`src/rtl/ace_snoop_pkg.sv`:
```
// ace_snoop_pkg: shared types and constants for the ACE snoop port.
//   snp_state_e   - snoop FSM states (IDLE, EVAL, RESP, DATA)
//   AC_SNOOP codes the port recognises by name. Any other opcode is still
//                 accepted and answered with the datapath's response.
//   CR_RESP bit indices used when decoding or building snoop responses.
package ace_snoop_pkg;

  typedef enum logic [1:0] {
    IDLE = 2'd0,
    EVAL = 2'd1,
    RESP = 2'd2,
    DATA = 2'd3
  } snp_state_e;

  localparam logic [3:0] READ_ONCE             = 4'b0000;
  localparam logic [3:0] READ_SHARED           = 4'b0001;
  localparam logic [3:0] READ_CLEAN            = 4'b0010;
  localparam logic [3:0] READ_NOT_SHARED_DIRTY = 4'b0011;
  localparam logic [3:0] READ_UNIQUE           = 4'b0111;

  localparam int DATA_XFER  = 0;
  localparam int PASS_DIRTY = 2;
  localparam int IS_SHARED  = 3;

endpackage

```
`src/rtl/ace_snoop_entry_buf.sv`:
```
// ace_snoop_entry_buf: one-entry holding register for a snoop request that
// arrives while the port is still answering the previous one.
// It is only instantiated when ACE_SNOOP_PIPE_EN is defined.
// Ports:
//   clk, rst_n           clock and synchronous active-low reset
//   wr_en                load wr_addr/wr_op/wr_prot and mark the entry full
//   wr_addr/op/prot      request fields to hold
//   rd_en                entry consumed; clears full
//   full                 entry holds a request
//   addr/op/prot         held request fields
module ace_snoop_entry_buf
  import ace_snoop_pkg::*;
#(
  parameter int WIDTH_A = 32
) (
  input  logic               clk,
  input  logic               rst_n,
  input  logic               wr_en,
  input  logic [WIDTH_A-1:0] wr_addr,
  input  logic [3:0]         wr_op,
  input  logic [2:0]         wr_prot,
  input  logic               rd_en,
  output logic               full,
  output logic [WIDTH_A-1:0] addr,
  output logic [3:0]         op,
  output logic [2:0]         prot
);

  always_ff @(posedge clk) begin
    if (!rst_n) begin
      full <= 1'b0;
      addr <= '0;
      op   <= '0;
      prot <= '0;
    end else if (wr_en) begin
      full <= 1'b1;
      addr <= wr_addr;
      op   <= wr_op;
      prot <= wr_prot;
    end else if (rd_en) begin
      full <= 1'b0;
    end
  end

endmodule

```
`src/rtl/ace_snoop_port.sv`:
```
// ace_snoop_port: ACE snoop-channel front end between interconnect and cache.
// Accepts AC snoop requests, hands address/opcode to the datapath, issues a
// one-cycle ac_enable evaluate pulse, registers the datapath response/data and
// returns them on CR (always) and CD (when DataTransfer is set).
// Ports:
//   clk, rst_n                 clock, synchronous active-low reset
//   AC_VALID/READY/ADDR/SNOOP/PROT  snoop request channel from interconnect
//   CR_VALID/READY/RESP        snoop response channel
//   CD_VALID/READY/DATA/LAST   snoop data channel (single beat, LAST=1)
//   snp_addr, snp_op           latched request to the datapath
//   ac_enable                  one-cycle evaluate/commit pulse
//   dp_wr_busy                 datapath line write in progress; defers eval
//   dp_cr_resp, dp_cd_data     datapath results, valid with ac_enable
//   snoop_busy                 FSM not idle; cache controller defers fills
// Build option: define ACE_SNOOP_PIPE_EN to add a one-entry AC buffer so a
// new snoop can be accepted while the previous one is still responding.
module ace_snoop_port
  import ace_snoop_pkg::*;
#(
  parameter int WIDTH_A = 32,
  parameter int WIDTH_D = 32
) (
  input  logic               clk,
  input  logic               rst_n,
  input  logic               AC_VALID,
  output logic               AC_READY,
  input  logic [WIDTH_A-1:0] AC_ADDR,
  input  logic [3:0]         AC_SNOOP,
  input  logic [2:0]         AC_PROT,
  output logic               CR_VALID,
  input  logic               CR_READY,
  output logic [4:0]         CR_RESP,
  output logic               CD_VALID,
  input  logic               CD_READY,
  output logic [WIDTH_D-1:0] CD_DATA,
  output logic               CD_LAST,
  output logic [WIDTH_A-1:0] snp_addr,
  output logic [3:0]         snp_op,
  output logic               ac_enable,
  input  logic               dp_wr_busy,
  input  logic [4:0]         dp_cr_resp,
  input  logic [WIDTH_D-1:0] dp_cd_data,
  output logic               snoop_busy
);

  snp_state_e         state, state_nxt;
  logic [4:0]         resp_q;
  logic [WIDTH_D-1:0] data_q;
  logic [WIDTH_A-1:0] addr_q;
  logic [3:0]         op_q;
  logic [2:0]         prot_q;
  logic               ac_ready, eval_go, leave, load_snp, gap_ok;
  logic [WIDTH_A-1:0] ld_addr;
  logic [3:0]         ld_op;
  logic [2:0]         ld_prot;
  // Protection is held with the request but nothing downstream consumes it.
  logic               unused_prot;

`ifdef ACE_SNOOP_PIPE_EN
  logic               buf_wr, buf_rd, buf_full;
  logic [WIDTH_A-1:0] buf_addr;
  logic [3:0]         buf_op;
  logic [2:0]         buf_prot;
  logic [1:0]         gap_q;

  ace_snoop_entry_buf #(.WIDTH_A(WIDTH_A)) u_entry_buf (
    .clk     (clk),
    .rst_n   (rst_n),
    .wr_en   (buf_wr),
    .wr_addr (AC_ADDR),
    .wr_op   (AC_SNOOP),
    .wr_prot (AC_PROT),
    .rd_en   (buf_rd),
    .full    (buf_full),
    .addr    (buf_addr),
    .op      (buf_op),
    .prot    (buf_prot)
  );

  // Counts cycles since the last ac_enable (saturating at 3). Evaluation is
  // allowed once it reaches 2, keeping consecutive pulses >= 3 cycles apart
  // even when a buffered snoop chains straight from RESP back into EVAL.
  always_ff @(posedge clk) begin
    if (!rst_n)            gap_q <= 2'd3;
    else if (eval_go)      gap_q <= 2'd0;
    else if (gap_q != 2'd3) gap_q <= gap_q + 2'd1;
  end
  assign gap_ok = gap_q[1];
`else
  assign gap_ok = 1'b1;
`endif

  always_comb begin
    state_nxt = state;
    eval_go   = 1'b0;
    leave     = 1'b0;
    load_snp  = 1'b0;
    ld_addr   = AC_ADDR;
    ld_op     = AC_SNOOP;
    ld_prot   = AC_PROT;
`ifdef ACE_SNOOP_PIPE_EN
    buf_wr    = 1'b0;
    buf_rd    = 1'b0;
    ac_ready  = rst_n && (state != EVAL) && !buf_full;
`else
    ac_ready  = rst_n && (state == IDLE);
`endif
    case (state)
      IDLE: if (AC_VALID && ac_ready) begin
        load_snp  = 1'b1;
        state_nxt = EVAL;
      end
      EVAL: if (rst_n && !dp_wr_busy && gap_ok) begin
        eval_go   = 1'b1;
        state_nxt = RESP;
      end
      RESP: if (CR_READY) begin
        if (resp_q[DATA_XFER]) state_nxt = DATA;
        else                   leave     = 1'b1;
      end
      DATA: if (CD_READY) leave = 1'b1;
      default: state_nxt = IDLE;
    endcase

    if (leave) begin
      state_nxt = IDLE;
`ifdef ACE_SNOOP_PIPE_EN
      // A pending snoop (buffered, or arriving this very cycle) goes straight
      // to evaluation without an IDLE bubble.
      if (buf_full) begin
        buf_rd    = 1'b1;
        load_snp  = 1'b1;
        ld_addr   = buf_addr;
        ld_op     = buf_op;
        ld_prot   = buf_prot;
        state_nxt = EVAL;
      end else if (AC_VALID && ac_ready) begin
        load_snp  = 1'b1;
        state_nxt = EVAL;
      end
`endif
    end

`ifdef ACE_SNOOP_PIPE_EN
    if ((state == RESP || state == DATA) && AC_VALID && ac_ready && !leave)
      buf_wr = 1'b1;
`endif
  end

  always_ff @(posedge clk) begin
    if (!rst_n) begin
      state  <= IDLE;
      addr_q <= '0;
      op_q   <= '0;
      prot_q <= '0;
      resp_q <= '0;
      data_q <= '0;
    end else begin
      state <= state_nxt;
      if (load_snp) begin
        addr_q <= ld_addr;
        op_q   <= ld_op;
        prot_q <= ld_prot;
      end
      if (eval_go) begin
        resp_q <= dp_cr_resp;
        data_q <= dp_cd_data;
      end
    end
  end

  assign unused_prot = ^prot_q;

  assign AC_READY   = ac_ready;
  assign ac_enable  = eval_go;
  assign CR_VALID   = (state == RESP);
  assign CR_RESP    = resp_q;
  assign CD_VALID   = (state == DATA);
  assign CD_LAST    = (state == DATA);
  assign CD_DATA    = data_q;
  assign snp_addr   = addr_q;
  assign snp_op     = op_q;
  assign snoop_busy = (state != IDLE);

endmodule

```
`config.mk`:
```
export PLATFORM = sky130hd
export DESIGN_NAME = ace_snoop_port
export DESIGN_NICKNAME = d
export VERILOG_FILES = /design/src/rtl/ace_snoop_pkg.sv /design/src/rtl/ace_snoop_entry_buf.sv /design/src/rtl/ace_snoop_port.sv
export SDC_FILE = /design/constraint.sdc
export NUM_CORES = 1
export LEC_CHECK = 0
export BUFFER_PORTS_ARGS = -buffer_cell sky130_fd_sc_hd__buf_2
export CORE_MARGIN = 2
export CORE_UTILIZATION = 40
export CTS_BUF_LIST = sky130_fd_sc_hd__clkbuf_2
export DETAILED_ROUTE_END_ITERATION = 6
export PLACE_DENSITY_LB_ADDON = 0.25
export SLEW_MARGIN = 5
export SYNTH_ARGS = -nofsm -noshare
export SYNTH_HDL_FRONTEND = slang
export SYNTH_SLANG_ARGS = --single-unit
```
`constraint.sdc`:
```
create_clock -name clk -period 1.3 [get_ports clk]
set_input_delay 0.325 -clock clk [delete_from_list [all_inputs] [get_ports clk]]
set_output_delay 0.325 -clock clk [all_outputs]
set_load 0.01 [all_outputs]
```
# After elaboration in Yosys (flattened, before gate mapping)
# Index checks and enable logic that the tools add are counted.
[word_totals] reg_bits=75 input_bits=82 out_inout_bits=79
[op_classes] n_eq_ne=7 n_mux=13 n_bitwise=1 n_reduce_logical=9
[ops] cell="$mux 2" count=4
[ops] cell="$mux 1" count=7
[ops] cell="$ne 2x1->1 const B" count=3
[ops] cell="$pmux 2 s3" count=1
[ops] cell="$reduce_and 5->1" count=1
[ops] cell="$eq 2x2->1 const B" count=2
[ops] cell="$logic_and 1x1->1" count=3
[ops] cell="$reduce_bool 3->1" count=1
[ops] cell="$eq 2x1->1 const B" count=1
[ops] cell="$logic_not 2->1" count=1
[ops] cell="$ne 2x2->1 const B" count=1
[ops] cell="$pmux 1 s2" count=1
[ops] cell="$reduce_bool 2->1" count=1
[ops] cell="$reduce_or 2->1" count=1
[ops] cell="$logic_not 1->1" count=1
[ops] cell="$not 1->1" count=1

# Longest topological paths before layout
# Gate-level depths: netlist of run 1.
[logic_depth] ltp_word=5 ltp_mapped=8 depth_no_buf=6

# Least setup slack after synthesis of run 1
# No wires, ideal clock.
[synth_path] kind="register to register" startpoint="reg state[0]" endpoint="reg state[0]" setup_ns=0.072 arrival_time_ns=1.407 required_time_ns=1.228 slack_ns=-0.178 path_stages_with_launch=6 n_path_buf=0 synth_period_minus_slack_ns=1.478 path_cell_list="dfxtp_1 inv_1 ha_1 a21boi_0 a2111oi_4 mux2i_1"
[synth_rtl] element="start: declaration" line="ace_snoop_port.sv:46" rtl="snp_state_e state, state_nxt;"
[synth_rtl] element="start signal: assignment" line="ace_snoop_port.sv:159" rtl="state <= state_nxt;"
[synth_rtl] element="$eq 2x2->1 *"
[synth_rtl] element="via CR_VALID" line="ace_snoop_port.sv:30" rtl="output logic CR_VALID,"
[synth_rtl] element="$ne 2x1->1 (no source line) (tied with other cells)"
[synth_rtl] element="$reduce_and 5->1 (no source line) or $reduce_or 2->1 (tied branches)"
# Mark *: on every way through the listed nets, which the timed path passes. The rest lies on a longest branch.
# A chain may end at the register's enable or synchronous reset.

# Final worst setup path of run 1
[layout_path] startpoint="reg state[0]" endpoint="out AC_READY"
[layout_via] elab_chain_cells=2
[layout_rtl] element="$logic_not 2->1" line="ace_snoop_port.sv:106" rtl="ac_ready = rst_n && (state == IDLE);"
[layout_rtl] element="$logic_and 1x1->1" line="ace_snoop_port.sv:106"
[layout_rtl] element="end: declaration" line="ace_snoop_port.sv:26" rtl="output logic AC_READY,"
# No other way between the ends.

==> results of run 1 <==
[repair_timing]
| action | in CTS | in global routing |
|---|---|---|
| buffers inserted | 6 | 26 |
| endpoints found under the hold margin | 37 | 2 |
| pin swaps | 2 | 78 |
| endpoints found under the setup margin | 147 | 154 |
| resized for setup | 159 | 99 |
| hold buffers | 37 | 2 |
| gates cloned | 1 | 12 |
[final cells by class]
cell class / instances / area (um2)
clock inverters: 6 / 32.5
flip-flops and latches: 75 / 1600
fillers: 373 / 1150
multi-input cells: 239 / 1390
clock buffers: 10 / 50.0
repair buffers: 253 / 2330
well taps: 80 / 100
inverters: 4 / 22.5
[how the worst max path moves through the flow]
stage	from	end	slack, ps
2_1_floorplan	state[0]	state[0]	-5
3_3_place_gp	state[0]	state[1]	-90
3_5_place_dp	state[0]	state[1]	-110
4_1_cts	state[0]	AC_READY	-520
5_1_grt	state[0]	AC_READY	-560
6_report	state[0]	AC_READY	-480
[per-layer routing]
layer	up-vias	global-route usage (%)
met1	1567	25.7
met4	0	10.7
met2	120	39.5
li1	1582	-
met5	-	0
met3	37	5.24
[cells in the mapped netlist]
library cell,number,share of area (%)
nand2_1,146,20
dfxtp_1,75,55
nand3_1,40,7.3
o21ai_0,26,4.8
buf_2,17,3.1
o21ai_1,10,1.8
ha_1,4,1.8
inv_1,4,0.55
clkbuf_2,3,0.55
nand3b_1,3,0.83
a21boi_1,2,0.55
buf_1,2,0.28
clkbuf_1,2,0.28
mux2i_1,2,0.73
a2111oi_4,1,1.0
a21boi_0,1,0.28
and2_1,1,0.23
and3_1,1,0.23
buf_4,1,0.28
nand2b_1,1,0.23
[power by group through the flow]
| stage | logic, mW | registers, mW | clock network, mW |
|---|---|---|---|
| finish | 3.12 | 3.11 | 1.04 |
| global route | 3.34 | 3.15 | 1.15 |
| CTS | 2.35 | 3.05 | 1.07 |
| detailed placement | 1.65 | 2.94 | 0 |
| global placement | 1.63 | 2.92 | 0 |
| floorplan | 0.732 | 3.12 | 0 |
[worst max-delay path: stages (launching register included)]
cell and delay, ps:
dfxtp_4 430, inv_4 50, ha_4 160, buf_6 110, and2_4 140, buf_6 110
[sequential cells by signal, indices dropped and copies added, names as in the netlist]
name	flops
CD_DATA	32
CR_RESP	5
snp_addr	32
snp_op	4
state	2
[kinds of logic (layout without fill, tap and decap cells)]
| group | count (synthesis) | after routing | synth area share (%) |
|---|---|---|---|
| compound gates | 40 | 40 | 8.44 |
| fa+ha+maj | 4 | 4 | 1.83 |
| buf+inv | 29 | 273 | 5.04 |
| flops | 75 | 75 | 55.0 |
| mux | 2 | 2 | 0.734 |
| simple gates | 192 | 193 | 28.9 |
[metrics by stage]
stage                     utilization, %  std cells  instance area [um2]
after floorplan                        -        342                 2740
after global placement              54.2        568                 3620
after detailed placement            54.2        568                 3620
after CTS                           71.0        628                 4740
after global routing                82.8        667                 5530
final                               82.8        667                 5530
==> summary.md, run 1 <==
| Metric | Value |
|---|---|
| Status | finished with violations |
| Failing checks | negative setup slack |
| Tcrit/Tclk final | 137% |
| Max-cap violations | 0 |
| Worst R2R Path Depth | 5 |
| Leakage power | 2.62 nW |
| DIE AREA | 7500 um2 |
| Sink Count | 75 |
| # setup viols final | 83 |
| Post-Syn Area | 2730 um2 |
| Worst hold margin | 35.4 ps |
| Hold_sp | AC_ADDR[13] |
| Commonest non-fill, non-tap cells in the layout | nand2_1, buf_6, buf_2, dfxtp_2, dlygate4sd3_1 |
| Final hold vios | 0 |
| Maximum VDD drop | 0.948 mV |
| Gpl congestion | 0.788 |
| Commonest non-fill, non-tap cell in the layout | nand2_1 |
| Io pins | 161 |
| Fin crit period | 1780 ps |
| Total negative slack | -7450 ps |
| Area delta synth->final | 103% |
| Clock share of power | 14.3% |
| Largest net degree at the start of global routing | 48 |
| Starting DRT DRC Count | ~110 |
| WL/cell | 16.0 um |
| Clk_lat worst skew | 480 ps |
| # H-tree levels | 3 |
| Starting density of the core | between 40% and 50% |
| Initial antenna violation count | 0 |
| Post-synthesis area per instance | 7.98 um2 |
| Slew of the pin with the lowest slew margin | 556 ps |
| WS Path Type | flip-flop to output port |
| Switch share | 33.2% |
| Crit start category | flip-flop |
| Register bit total from synthesis | 75 |
| Worst setup EP type | output port |
| Final Power | 7.26 mW |
| Crit path required time | 980 ps |
| Met2 WL | 5690 um |
| Grt ovf | 0 |
| Power density over the cells | 1310 nW/um2 |
| Hold Crit Depth | 3 |
| First-pass GRT wire length | 13300 um |
| Min setup slack post-route | -484 ps |
| CTS tree | done |
| Vias in the first global route | 2917 |
| ANT cells | 0 |
| Mapped Cells | 342 |
| Switching power | between 2 and 2.5 mW |
| Die X | 86.6 um |
| FP Rows | 30 |
| Core box area | roughly 6700 um2 |
| Worst-path clk slew | 210 ps |
| Gate power share | a little over two fifths |
| Sequential share of power | 42.8% |
| R2R setup slack | -160 ps |
| DR top layer | met4 |
| Worst Skew | around 19 ps |
| Relative slew slack | between 60 and 70% |
| R2R Path End | state[1] |
| IO buf count | approximately 160 |
| Die Ht | approximately 87 um |
| Routed WL | 10700 um |
| HPWL Detailed | 4900 um |
| Place WS | -112 ps |
| Internal power | 4.85 mW |
| Layout Nets | 668 |
| Netlist cell types | 20 |
| Drt pass-1 iters | 4 |
| Remaining routing DRC violations | 0 |
| Clock tree buffer depth | 2 |
| CP Max Fanout | 4 |
| Crit path DAT | 1460 ps |
| Gr usage total | 22.5% |
| DR vias | 3306 |
| Met1 WL | roughly 4100 um |
| Tightest Hold Check Type | input port to flip-flop |
| Share of cells above drive strength 1 | a little over three fifths |
| Clk root buf | clkbuf_2 |
| Post-synth net total | 428 |
| Fmax | 561 MHz |
| Reg2reg start | state[0] |
| Vias per inst | 4.96 |
| Hold path endpoint | snp_addr[13] |
| Register area share after synthesis | 55.0% |
| DR WL met3 | approximately 520 um |
| RSZ-0062 raised after global routing | true |
| Yosys warns | 0 |
| Post-route ant nets | 0 |
| Max Slew Vio Count | 0 |
| CTS Buf Count | 9 |
Note: power is estimated with default switching activity, not from simulation.
==> inputs of run 2 (changes only) <==
CELL_PAD_IN_SITES_DETAIL_PLACEMENT = 2   (was unset)
CELL_PAD_IN_SITES_GLOBAL_PLACEMENT = 2   (was unset)
CORE_UTILIZATION = 23   (was 40)
CTS_CLUSTER_SIZE = 8   (was unset)
clock period = 1.9 ns   (was 1.3 ns; I/O delays follow)
==> run 2 against run 1 <==
- clock power barely moved
- critical endpoint is now ac_enable
- global-route usage fell by 7.1 points
- largest cell class is now registers
- the flow finishes with violations (design-rule violations, negative setup slack)
- die area up 70%
==> summary.md, run 2 (synthesis gave the netlist of run 1 again) <==
| Metric | Value |
|---|---|
| Family with the most delay on the worst path | flip-flops |
| Core box area | 11500 um2 |
| Gr usage total | between 10% and 20% |
| Crit path required time | 1420 ps |
| Post-route ant nets | 0 |
| Relative slew slack | 71.8% |
| Tcrit/Tclk final | 103% |
| Slowest stage delay, CP | 380 ps |
| Area delta synth->final | 48.6% |
| Post-route cell area | 4060 um2 |
| WL/cell | 14.6 um |
| Tightest Hold Check Type | input port to flip-flop |
| Largest net degree at the start of global routing | 73 |
| Initial antenna violation count | 0 |
| Worst hold margin | 69.7 ps |
| Grt ovf | 0 |
| Fin crit period | roughly 2000 ps |
| Crit start category | flip-flop |
| FP Rows | 39 |
| Crit-path cells | inv_4, ha_4, nand3b_1, inv_2, buf_6 |
| Clk root buf | clkbuf_2 |
| WS Path Type | flip-flop to output port |
| Io pins | 161 |
| CP Max Fanout | 2 |
| First-pass GRT wire length | 15300 um |
| Worst-path clk slew | 210 ps |
| Gpl congestion | 0.716 |
| Clock tree buffer depth | 2 |
| Remaining routing DRC violations | 7 |
| Final hold vios | 0 |
| DR vias | 2908 |
| Worst Skew | about 20 ps |
| Drt pass-1 iters | 6 |
| Slowest cell on crit path | dfxtp_2 |
| Dpl cells | between 600 and 700 |
| Starting DRT DRC Count | 90 |
| Layout Nets | approximately 600 |
| Max-cap violations | 0 |
| Post-Route Utilization | 35.2% |
| Starting density of the core | 23.7% |
| Routed WL | 9620 um |
| ANT cells | 0 |
| Final Power | 4.34 mW |
| Die Ht | 113 um |
| Status | finished with violations |
| Post-DP Area | between 3000 and 4000 um2 |
| # H-tree levels | 3 |
| Power density over the cells | about 1100 nW/um2 |
| Maximum VDD drop | 0.405 mV |
| Leakage power | 2.08 nW |
| Crit path DAT | 1480 ps |
| Min setup slack post-route | -58.3 ps |
| DIE AREA | roughly 13000 um2 |
| Share of cells above drive strength 1 | 38.5% |
| Crit path buffers/inverters | 3 |
| Max Slew Vio Count | 0 |
| IO buf count | 157 |
| Commonest non-fill, non-tap cells in the layout | buf_2, nand2_1, dfxtp_1, nand3_1, o21ai_0 |
| # setup viols final | 2 |
| CTS Buf Count | 9 |
| Vias per inst | 4.41 |
| Fmax | 511 MHz |
| Place WS | ~250 ps |
| CTS tree | done |
| Worst setup EP type | output port |
| Sink Count | 75 |
| RSZ-0062 raised after global routing | true |
| Vias in the first global route | 3204 |
| Die X | around 110 um |
| Commonest non-fill, non-tap cell in the layout | buf_2 |
| Final non-filler cell total | 660 |
| Total negative slack | -105 ps |
| Slew of the pin with the lowest slew margin | between 400 and 500 ps |
| Failing checks | design-rule violations, negative setup slack |
| HPWL Detailed | 6750 um |
| Clk_lat worst skew | between 500 and 600 ps |
==> run 2: cell type report <==
cell class                      count  area, um2
Timing Repair Buffer              184       1070
Multi-Input combinational cell    238       1140
Fill cell                        1358       7460
Inverter                            4       20.0
Clock buffer                       11       55.1
Tap cell                          143        179
Clock inverter                      5       77.6
Sequential cell                    75       1510
==> run 2: power breakdown <==
group | leakage [nW] | total (mW) | internal, mW | switching (mW)
clock | 0.0819 | 1.04 | 0.441 | 0.594
combinational | 1.38 | 1.31 | 0.600 | 0.714
sequential | 0.614 | 1.99 | 1.85 | 0.142
total | 2.08 | 4.34 | 2.89 | 1.45
==> run 2: timing repair <==
action | in CTS | in global routing
setup buffers | 6 | 1
hold buffers | 13 | 1
pin swaps | 2 | 2
setup endpoints to repair | 6 | 6
endpoints found under the hold margin | 13 | 1
gates resized for setup | 18 | 7
cloned | 0 | 0
==> run 2: per-layer routing <==
metal | vias to the layer above | share of wire [%] | GRT usage (%)
li1 | 1439 | - | -
met5 | - | 0 | 0
met1 | 1377 | 39 | 15.6
met2 | 79 | 53 | 28.5
met4 | 0 | 2.1 | 6.26
met3 | 13 | 6.7 | 5.73
==> run 2: final timing paths <==
| path | cells after the start | slack [ps] | to | from |
|---|---|---|---|---|
| max | 5 | -60 | ac_enable | state[1] |
| max reg2reg | 5 | 310 | state[0] | state[1] |
| min | 3 | 70 | CD_DATA[28] | dp_cd_data[28] |
| min reg2reg | 2 | 460 | snp_op[1] | snp_op[1] |
==> run 2: worst min-delay path: stages <==
cell and delay, ps:
buf_2 70, nand2_1 40, nand2_1 40
